$ cat src/rtl/seq_divider4.sv
// Sequential restoring divider: 8-bit dividend by 4-bit divisor, one quotient bit per clock.
// Optional macro DIV_ZERO_ERR_EN adds the err port and a fast divide-by-zero path.
module seq_divider4 (
  input  logic       clk,
  input  logic       rst,
  input  logic       start,
  input  logic [7:0] x,
  input  logic [3:0] y,
  output logic [7:0] q,
  output logic [3:0] r,
  output logic       busy,
  output logic       done
`ifdef DIV_ZERO_ERR_EN
  ,
  output logic       err
`endif
);

  typedef enum logic [1:0] {
    S_IDLE = 2'd0,
    S_CALC = 2'd1,
    S_DONE = 2'd2
  } state_t;

  state_t     r_state;
  state_t     w_state_next;

  logic [7:0] r_dvd;
  logic [7:0] w_dvd_next;
  logic [3:0] r_dvs;
  logic [3:0] w_dvs_next;
  logic [3:0] r_rem;
  logic [3:0] w_rem_next;
  logic [2:0] r_cnt;
  logic [2:0] w_cnt_next;
  logic [7:0] r_quo;
  logic [7:0] w_quo_next;
  logic [7:0] r_q;
  logic [7:0] w_q_next;
  logic [3:0] r_r;
  logic [3:0] w_r_next;
`ifdef DIV_ZERO_ERR_EN
  logic       r_err;
  logic       w_err_next;
`endif

  // A kept remainder is always below the divisor, so only 4 bits are stored;
  // the 5-bit shifted value carries the extra bit into the trial compare.
  logic [4:0] w_shift;
  logic       w_fits;
  logic [3:0] w_diff;
  logic [3:0] w_rem_step;
  logic [7:0] w_quo_step;

  assign w_shift    = {r_rem, r_dvd[7]};
  assign w_fits     = (w_shift >= {1'b0, r_dvs});
  assign w_diff     = w_shift[3:0] - r_dvs;
  assign w_rem_step = w_fits ? w_diff : w_shift[3:0];
  assign w_quo_step = {r_quo[6:0], w_fits};

  always_ff @(posedge clk) begin
    if (rst) begin
      r_state <= S_IDLE;
      r_dvd   <= 8'd0;
      r_dvs   <= 4'd0;
      r_rem   <= 4'd0;
      r_cnt   <= 3'd0;
      r_quo   <= 8'd0;
      r_q     <= 8'd0;
      r_r     <= 4'd0;
`ifdef DIV_ZERO_ERR_EN
      r_err   <= 1'b0;
`endif
    end else begin
      r_state <= w_state_next;
      r_dvd   <= w_dvd_next;
      r_dvs   <= w_dvs_next;
      r_rem   <= w_rem_next;
      r_cnt   <= w_cnt_next;
      r_quo   <= w_quo_next;
      r_q     <= w_q_next;
      r_r     <= w_r_next;
`ifdef DIV_ZERO_ERR_EN
      r_err   <= w_err_next;
`endif
    end
  end

  always_comb begin
    w_state_next = r_state;
    w_dvd_next   = r_dvd;
    w_dvs_next   = r_dvs;
    w_rem_next   = r_rem;
    w_cnt_next   = r_cnt;
    w_quo_next   = r_quo;
    w_q_next     = r_q;
    w_r_next     = r_r;
`ifdef DIV_ZERO_ERR_EN
    w_err_next   = 1'b0;
`endif

    case (r_state)
      S_IDLE: begin
        if (start) begin
          w_dvd_next   = x;
          w_dvs_next   = y;
          w_rem_next   = 4'd0;
          w_cnt_next   = 3'd0;
          w_quo_next   = 8'd0;
          w_state_next = S_CALC;
`ifdef DIV_ZERO_ERR_EN
          if (y == 4'd0) begin
            w_q_next     = 8'hFF;
            w_r_next     = x[3:0];
            w_err_next   = 1'b1;
            w_state_next = S_DONE;
          end
`endif
        end
      end

      S_CALC: begin
        w_dvd_next = {r_dvd[6:0], 1'b0};
        w_rem_next = w_rem_step;
        w_quo_next = w_quo_step;
        w_cnt_next = r_cnt + 3'd1;
        if (r_cnt == 3'd7) begin
          w_q_next     = w_quo_step;
          w_r_next     = w_rem_step;
          w_state_next = S_DONE;
        end
      end

      S_DONE: begin
        w_state_next = S_IDLE;
      end

      default: begin
        w_state_next = S_IDLE;
      end
    endcase
  end

  assign q    = r_q;
  assign r    = r_r;
  assign busy = (r_state == S_CALC);
  assign done = (r_state == S_DONE);
`ifdef DIV_ZERO_ERR_EN
  assign err  = r_err;
`endif

endmodule

$ cat config.mk
export PLATFORM = sky130hd
export DESIGN_NAME = seq_divider4
export DESIGN_NICKNAME = d
export VERILOG_FILES = /design/src/rtl/seq_divider4.sv
export SDC_FILE = /design/constraint.sdc
export NUM_CORES = 1
export LEC_CHECK = 0
export BUFFER_PORTS_ARGS = -buffer_cell sky130_fd_sc_hd__buf_2
export CAP_MARGIN = 20
export CORE_UTILIZATION = 54
export CTS_CLUSTER_DIAMETER = 40
export CTS_CLUSTER_SIZE = 40
export DETAILED_ROUTE_END_ITERATION = 8
export HOLD_SLACK_MARGIN = 0.05
export PLACE_DENSITY = 0.86
export SYNTH_ARGS = -nofsm -noshare
export SYNTH_HDL_FRONTEND = slang
export SYNTH_SLANG_ARGS = --single-unit
export TNS_END_PERCENT = 30
$ cat constraint.sdc
create_clock -name clk -period 2.3 [get_ports clk]
set_input_delay 0.115 -clock clk [delete_from_list [all_inputs] [get_ports clk]]
set_output_delay 0.115 -clock clk [all_outputs]
set_load 0.02 [all_outputs]
==> impl_metrics.csv, run 1 <==
group,metric,value,unit
outcome,status,"finished with violations",
outcome,violations,"design-rule violations",
clock_network,worstSkewPairLatency,0.35,ns
route,wl_per_cell,13.0,um
clock_network,cts_tree,"yes",
placement,dp_cells,263,
global_routing,grt_max_degree,29,
clock_network,post_cts_resized,0,
setup_path,worst_ep_arrival_time,2.36,ns
setup_path,cp.required,2.61,ns
clock_network,ctsHoldBuffers,13,
yosys,synthArstFlopShare,0,%
timing,period_share,89.4,%
clock_network,ctsLongestPathBuffers,2,
yosys,yosys_register_bits,40,
setup_path,crit_cells,5,
timing,relSlewSlack,63.6,%
timing,period_minus_slack,2.06,ns
global_routing,grt_usage,23.4,%
clock_network,root_buffer,"clkbuf_4",
setup_path,path_buf_inv,2,
setup_path,end_kind,"flop",
placement,io_buffer_count,28,
timing,setup_viol,0,
route,wl,3.70,mm
timing,finalHoldViolCount,0,
route,avgViaCountPerCell,5.33,
route,antenna_left,0,
route,firstDrtPassIters,6,
global_routing,antenna_found_initial,0,
die,start_util,56.7,%
setup_path,crit_end,"r_dvd[6]",
setup_path,crit-reg2reg-capture,"r_dvd[6]",
min_path,hp-class,"input port to flop",
die,die_area,3410,sq um
yosys,yosysMostFrequentCell,"dfxtp_1",
yosys,syn_nets,222,
die,die_x,58.4,um
setup_path,r2r_start,"r_state[1]",
global_routing,grt_pass1_wl,6.08,mm
yosys,syn-mean-instance-area,8.58,sq um
yosys,ys_top_cells_by_count,"dfxtp_1 (40), nand2_1 (33), nor2_1 (30)",
flow_run,maxCapViolations,0,
setup_path,path_delay_family,"buffers and inverters",
route,vias,1515,
setup_path,path_cells,"nand2b_1 > inv_2 > nand2_1 > a311oi_1 > dlygate4sd3_1",
clock_network,numCtsBuffers,5,
setup_path,rr_worst_depth,5,
timing,skew,0.0141,ns
yosys,yosysSeqAreaShare,46.7,%
timing,rsz0062_at_grt,"false",
setup_path,reg2reg_slack,0.24,ns
timing,fmax,487,MHz
route,drc,1,
yosys,synth_top_cell_by_area,"dfxtp_1",
die,rows,20,
yosys,synth_edf_count,0,
power_and_ir_drop,power_density,674,nW/um^2
yosys,synth_area_leaders,"dfxtp_1 (47%), nand2_1 (7.2%), nor2_1 (6.6%)",
setup_path,critPathMaxFanout,20,
timing,maxSlewViolCount,0,
layout,diodes,0,
setup_path,worstSetupStartpointType,"flop",
die,core,3030,sq um
route,drt-initial-drc-count,95,
power_and_ir_drop,vdd_drop_max,0.506,mV
timing,fin_tns_setup,0,ns
layout,layout-drive-gt1-share,19.2,%
layout,area_delta_synth_final,19.1,%
placement,gp_congestion,0.797,
yosys,synth_top_area_share,46.7,%
clock_network,cts_num_sinks,40,
yosys,synth_area,1720,sq um
die,io_pins,29,
die,die_height,58.4,um
yosys,yosysWarnings,0,
yosys,synth_cell_types,35,
layout,final_cells,284,
global_routing,grt_pass1_vias,1453,
yosys,synth_cells,200,
placement,hpwl,2.43,mm
clock_network,cts_setup_buffers,0,
setup_path,startpoint,"r_state[1]",
setup_path,crit_type,"flop to flop",
power_and_ir_drop,leakage,0.000908,uW
timing,tightest_slew,0.546,ns
clock_network,cts.clk_slew.worst_paths,0.13,ns
global_routing,grt-ovfl-total,0,
setup_path,cpMaxStageDelayCell,"dlygate4sd3_1",
setup_path,critPathMaxStageDelay,0.58,ns
clock_network,cts_htree_levels,2,
yosys,ys.flop_type,"dfxtp_1",
layout,final_nets,261,
## registers in the layout, indices dropped and copies added (netlist names)
register  count
r_dvs         4
r             4
r_quo         7
q             8
r_cnt         3
r_state       2
r_rem         4
r_dvd         8
## per-stage QoR
step | util, % | total power (uW) | instance area [sq um] | hold slack, ns | worst slack, ns
final | 67.5 | 1380 | 2040 | 0.0559 | 0.245
after floorplan | - | 947 | 1720 | 0.262 | 0.652
after global routing | 67.5 | 1440 | 2040 | 0.0859 | 0.125
after CTS | 67.5 | 1370 | 2040 | 0.0596 | 0.313
after detailed placement | 61.2 | 992 | 1850 | 0.361 | 0.544
after global placement | 61.2 | 986 | 1850 | 0.350 | 0.572
## cells in the final DEF, fill, tap and decap left out, types with 3 or more instances in the layout
cell	instances
mux2i_1	5
nand3_1	4
nand2_1	33
o21ai_0	4
a311oi_1	6
clkbuf_4	5
a22oi_1	10
nor2_1	30
nor2_2	3
inv_1	10
buf_2	28
a21oi_1	14
dlygate4sd3_1	13
dfxtp_1	40
ha_1	6
## cell type report
cell class	instances	area, sq um
Fill cell	242	985
Multi-Input combinational cell	139	807
Sequential cell	40	801
Timing Repair Buffer	42	278
Tap cell	44	55.1
Clock buffer	6	51.3
Inverter	11	41.3
Clock inverter	2	10.0
## worst min-delay path, cell delays in order
cell and delay (ns):
buf_2 0.08, o22ai_1 0.06, a21oi_1 0.12
## how the worst min path moves through the flow
stage / start / to / slack (ns) / cells after the start
CTS: x[7] / r_dvd[7] / 0.06 / 3
global route: x[7] / r_dvd[7] / 0.09 / 3
global placement: y[0] / r_dvs[0] / 0.35 / 3
detailed placement: y[3] / r_dvs[3] / 0.36 / 3
finish: x[7] / r_dvd[7] / 0.06 / 3
floorplan: y[1] / r_dvs[1] / 0.26 / 2
## logic make-up (layout without fill, tap and decap cells)
group	after synthesis	after routing	share of synthesized area, %
AOI/OAI and AO/OA	46	46	17.9
xor gates and xnor gates	1	1	0.511
adders and majority gates	7	7	5.54
buffers and inverters	21	61	6.27
DFF	40	40	46.7
muxes	6	6	3.57
and+or+nand+nor	79	79	19.5
## report_power, final
part / leakage, uW / switching (uW) / internal (uW)
clock: 0.0000380 / 231 / 146
combinational: 0.000545 / 146 / 113
sequential: 0.000326 / 20.5 / 722
total: 0.000908 / 397 / 981
## per-layer routing
layer / wire [um] / global-route usage [%] / vias to the layer above
met4: 57 / 10.9 / 0
met5: 0 / 0 / -
met1: 1640 / 29.0 / 709
li1: - / - / 758
met2: 1790 / 38.1 / 41
met3: 206 / 6.15 / 7
No activity file was read; power rests on OpenSTA's default activity.
==> run 2, diff against run 1 <==
- PLACE_DENSITY: 0.86 -> 0.77
==> run 2 against run 1 <==
  * The run now ends clean
  * Clock power grew 33%
  * Non-clock buffer count shrank 1
  * First-iteration DRC count shrank 21%
  * Hold slack gained 0.035 ns
  * Clock skew shrank 0.0021 ns
  * Global-route usage shrank 0.68 points
  * Cell count shrank 0.35%
  * Clock-buffer cell count is the same
  * Sequential cell count is the same
  * Sequential share of layout area shrank 0.36 points
  * Combinational power shrank 4%
==> impl_metrics.csv, run 2 (synthesis gave the netlist of run 1 again) <==
group,metric,value,unit
clock_network,root_buffer,"clkbuf_4",
timing,setup_viol,0,
global_routing,grt_max_degree,21,
global_routing,grt-ovfl-total,0,
die,rows,20,
clock_network,cts.clk_slew.worst_paths,0.11,ns
setup_path,critPathMaxFanout,5,
route,drt-initial-drc-count,75,
timing,maxSlewViolCount,0,
setup_path,critPathMaxStageDelay,0.36,ns
global_routing,antenna_found_initial,0,
timing,fin_tns_setup,0,ns
clock_network,cts_tree,"yes",
timing,fin_ws,0.528,ns
setup_path,r2r_start,"r_dvs[2]",
route,avgViaCountPerCell,5.21,
layout,finalInstanceArea,2060,sq um
clock_network,cts_htree_levels,2,
setup_path,worstSetupStartpointType,"flop",
timing,fmax,564,MHz
layout,final_cell_mix,"dfxtp_1 (40), nand2_1 (33), nor2_1 (30)",
power_and_ir_drop,vdd_drop_max,0.475,mV
die,die_x,58.4,um
outcome,status,"finished clean",
clock_network,numCtsBuffers,5,
route,wl,3.42,mm
timing,tightest_slew,0.515,ns
setup_path,crit_type,"flop to flop",
layout,layout_commonest_cell,"dfxtp_1",
flow_run,maxCapViolations,0,
setup_path,startpoint,"r_dvs[2]",
clock_network,cts_setup_buffers,0,
setup_path,reg2reg_slack,0.53,ns
die,die_height,58.4,um
timing,period_share,77.0,%
timing,period_minus_slack,1.77,ns
global_routing,grt_usage,22.7,%
die,die_area,3410,sq um
setup_path,cp_common_cell,"a21oi_1",
layout,area_delta_synth_final,20.2,%
route,drc,0,
placement,io_buffer_count,28,
die,io_pins,29,
setup_path,crit_cells,7,
power_and_ir_drop,leakage,0.000913,uW
placement,gp_congestion,0.860,
min_path,hp-class,"input port to flop",
route,wl_per_cell,12.1,um
timing,skew,0.0120,ns
layout,layout-drive-gt1-share,19.2,%
clock_network,worstSkewPairLatency,0.36,ns
global_routing,grt_pass1_vias,1382,
route,vias,1475,
layout,diodes,0,
die,core,3030,sq um
timing,relSlewSlack,65.7,%
setup_path,crit_end,"r[3]",
setup_path,end_kind,"flop",
setup_path,path_buf_inv,1,
setup_path,path_cells,"inv_1 > ha_1 > a21o_1 > a31oi_1 > mux2_2 > a21oi_1 > a21oi_1",
placement,dp_slack,0.539,ns
placement,dpl-instance-area,1850,sq um
setup_path,cpMaxStageDelayCell,"ha_1",
setup_path,path_delay_family,"compound AO/OA/AOI/OAI gates",
power_and_ir_drop,power_density,722,nW/um^2
placement,hpwl,2.34,mm
timing,finalHoldViolCount,0,
die,start_util,56.7,%
global_routing,grt_pass1_wl,5.73,mm
setup_path,crit-reg2reg-capture,"r[3]",
clock_network,post_cts_resized,0,
route,firstDrtPassIters,5,
layout,final_core_util,68.1,%
setup_path,rr_worst_depth,7,
clock_network,cts_num_sinks,40,
clock_network,ctsLongestPathBuffers,2,
setup_path,cp.required,2.53,ns
timing,rsz0062_at_grt,"false",
route,antenna_left,0,
layout,final_nets,260,
setup_path,worst_ep_arrival_time,2.00,ns
[run 2: per-stage QoR]
stage | std cells | hold WS, ns | total power [uW]
floorplan | 200 | 0.262 | 947
global placement | 263 | 0.350 | 989
detailed placement | 263 | 0.366 | 991
CTS | 283 | 0.0790 | 1500
global route | 283 | 0.0898 | 1570
finish | 283 | 0.0911 | 1490
[run 2: cell type report]
| class | count | area [sq um] |
|---|---|---|
| Fill cell | 273 | 966 |
| Multi-Input combinational cell | 139 | 807 |
| Sequential cell | 40 | 801 |
| Timing Repair Buffer | 41 | 268 |
| Tap cell | 44 | 55.1 |
| Clock buffer | 6 | 51.3 |
| Inverter | 11 | 41.3 |
| Clock inverter | 2 | 38.8 |
[run 2: power by group]
part / switching (uW) / leakage [uW] / total (uW) / internal, uW
Clock: 239 / 0.0000484 / 499 / 260
Sequential: 20.6 / 0.000326 / 743 / 722
Combinational: 137 / 0.000539 / 248 / 111
[run 2: worst min path at each step]
stage / cells past startpoint / to / start
4_1_cts: 3 / r_dvd[7] / start
3_3_place_gp: 3 / r_dvs[1] / y[1]
5_1_grt: 3 / r_dvd[7] / start
2_1_floorplan: 2 / r_dvs[1] / y[1]
3_5_place_dp: 3 / r_dvs[1] / y[1]
6_report: 3 / r_dvd[7] / start
[run 2: worst register-to-register path: cells and delay by family (launching register included)]
family	cells	cell delay, ns
adders and majority gates	1	0.36
buffers and inverters	1	0.05
muxes	1	0.35
AOI/OAI and AO/OA	4	0.56
DFF	1	0.35
[run 2: what timing repair did]
| action | 4_1_cts | 5_1_grt |
|---|---|---|
| endpoints found under the setup margin | 0 | 0 |
| endpoints found under the hold margin | 12 | 0 |
| hold buffers | 12 | 0 |
[run 2: metal layers]
metal	global-route usage (%)	share of wire (%)
met5	0	0
met4	8.16	1.6
met3	7.25	5.0
met2	38.6	46
met1	27.0	47
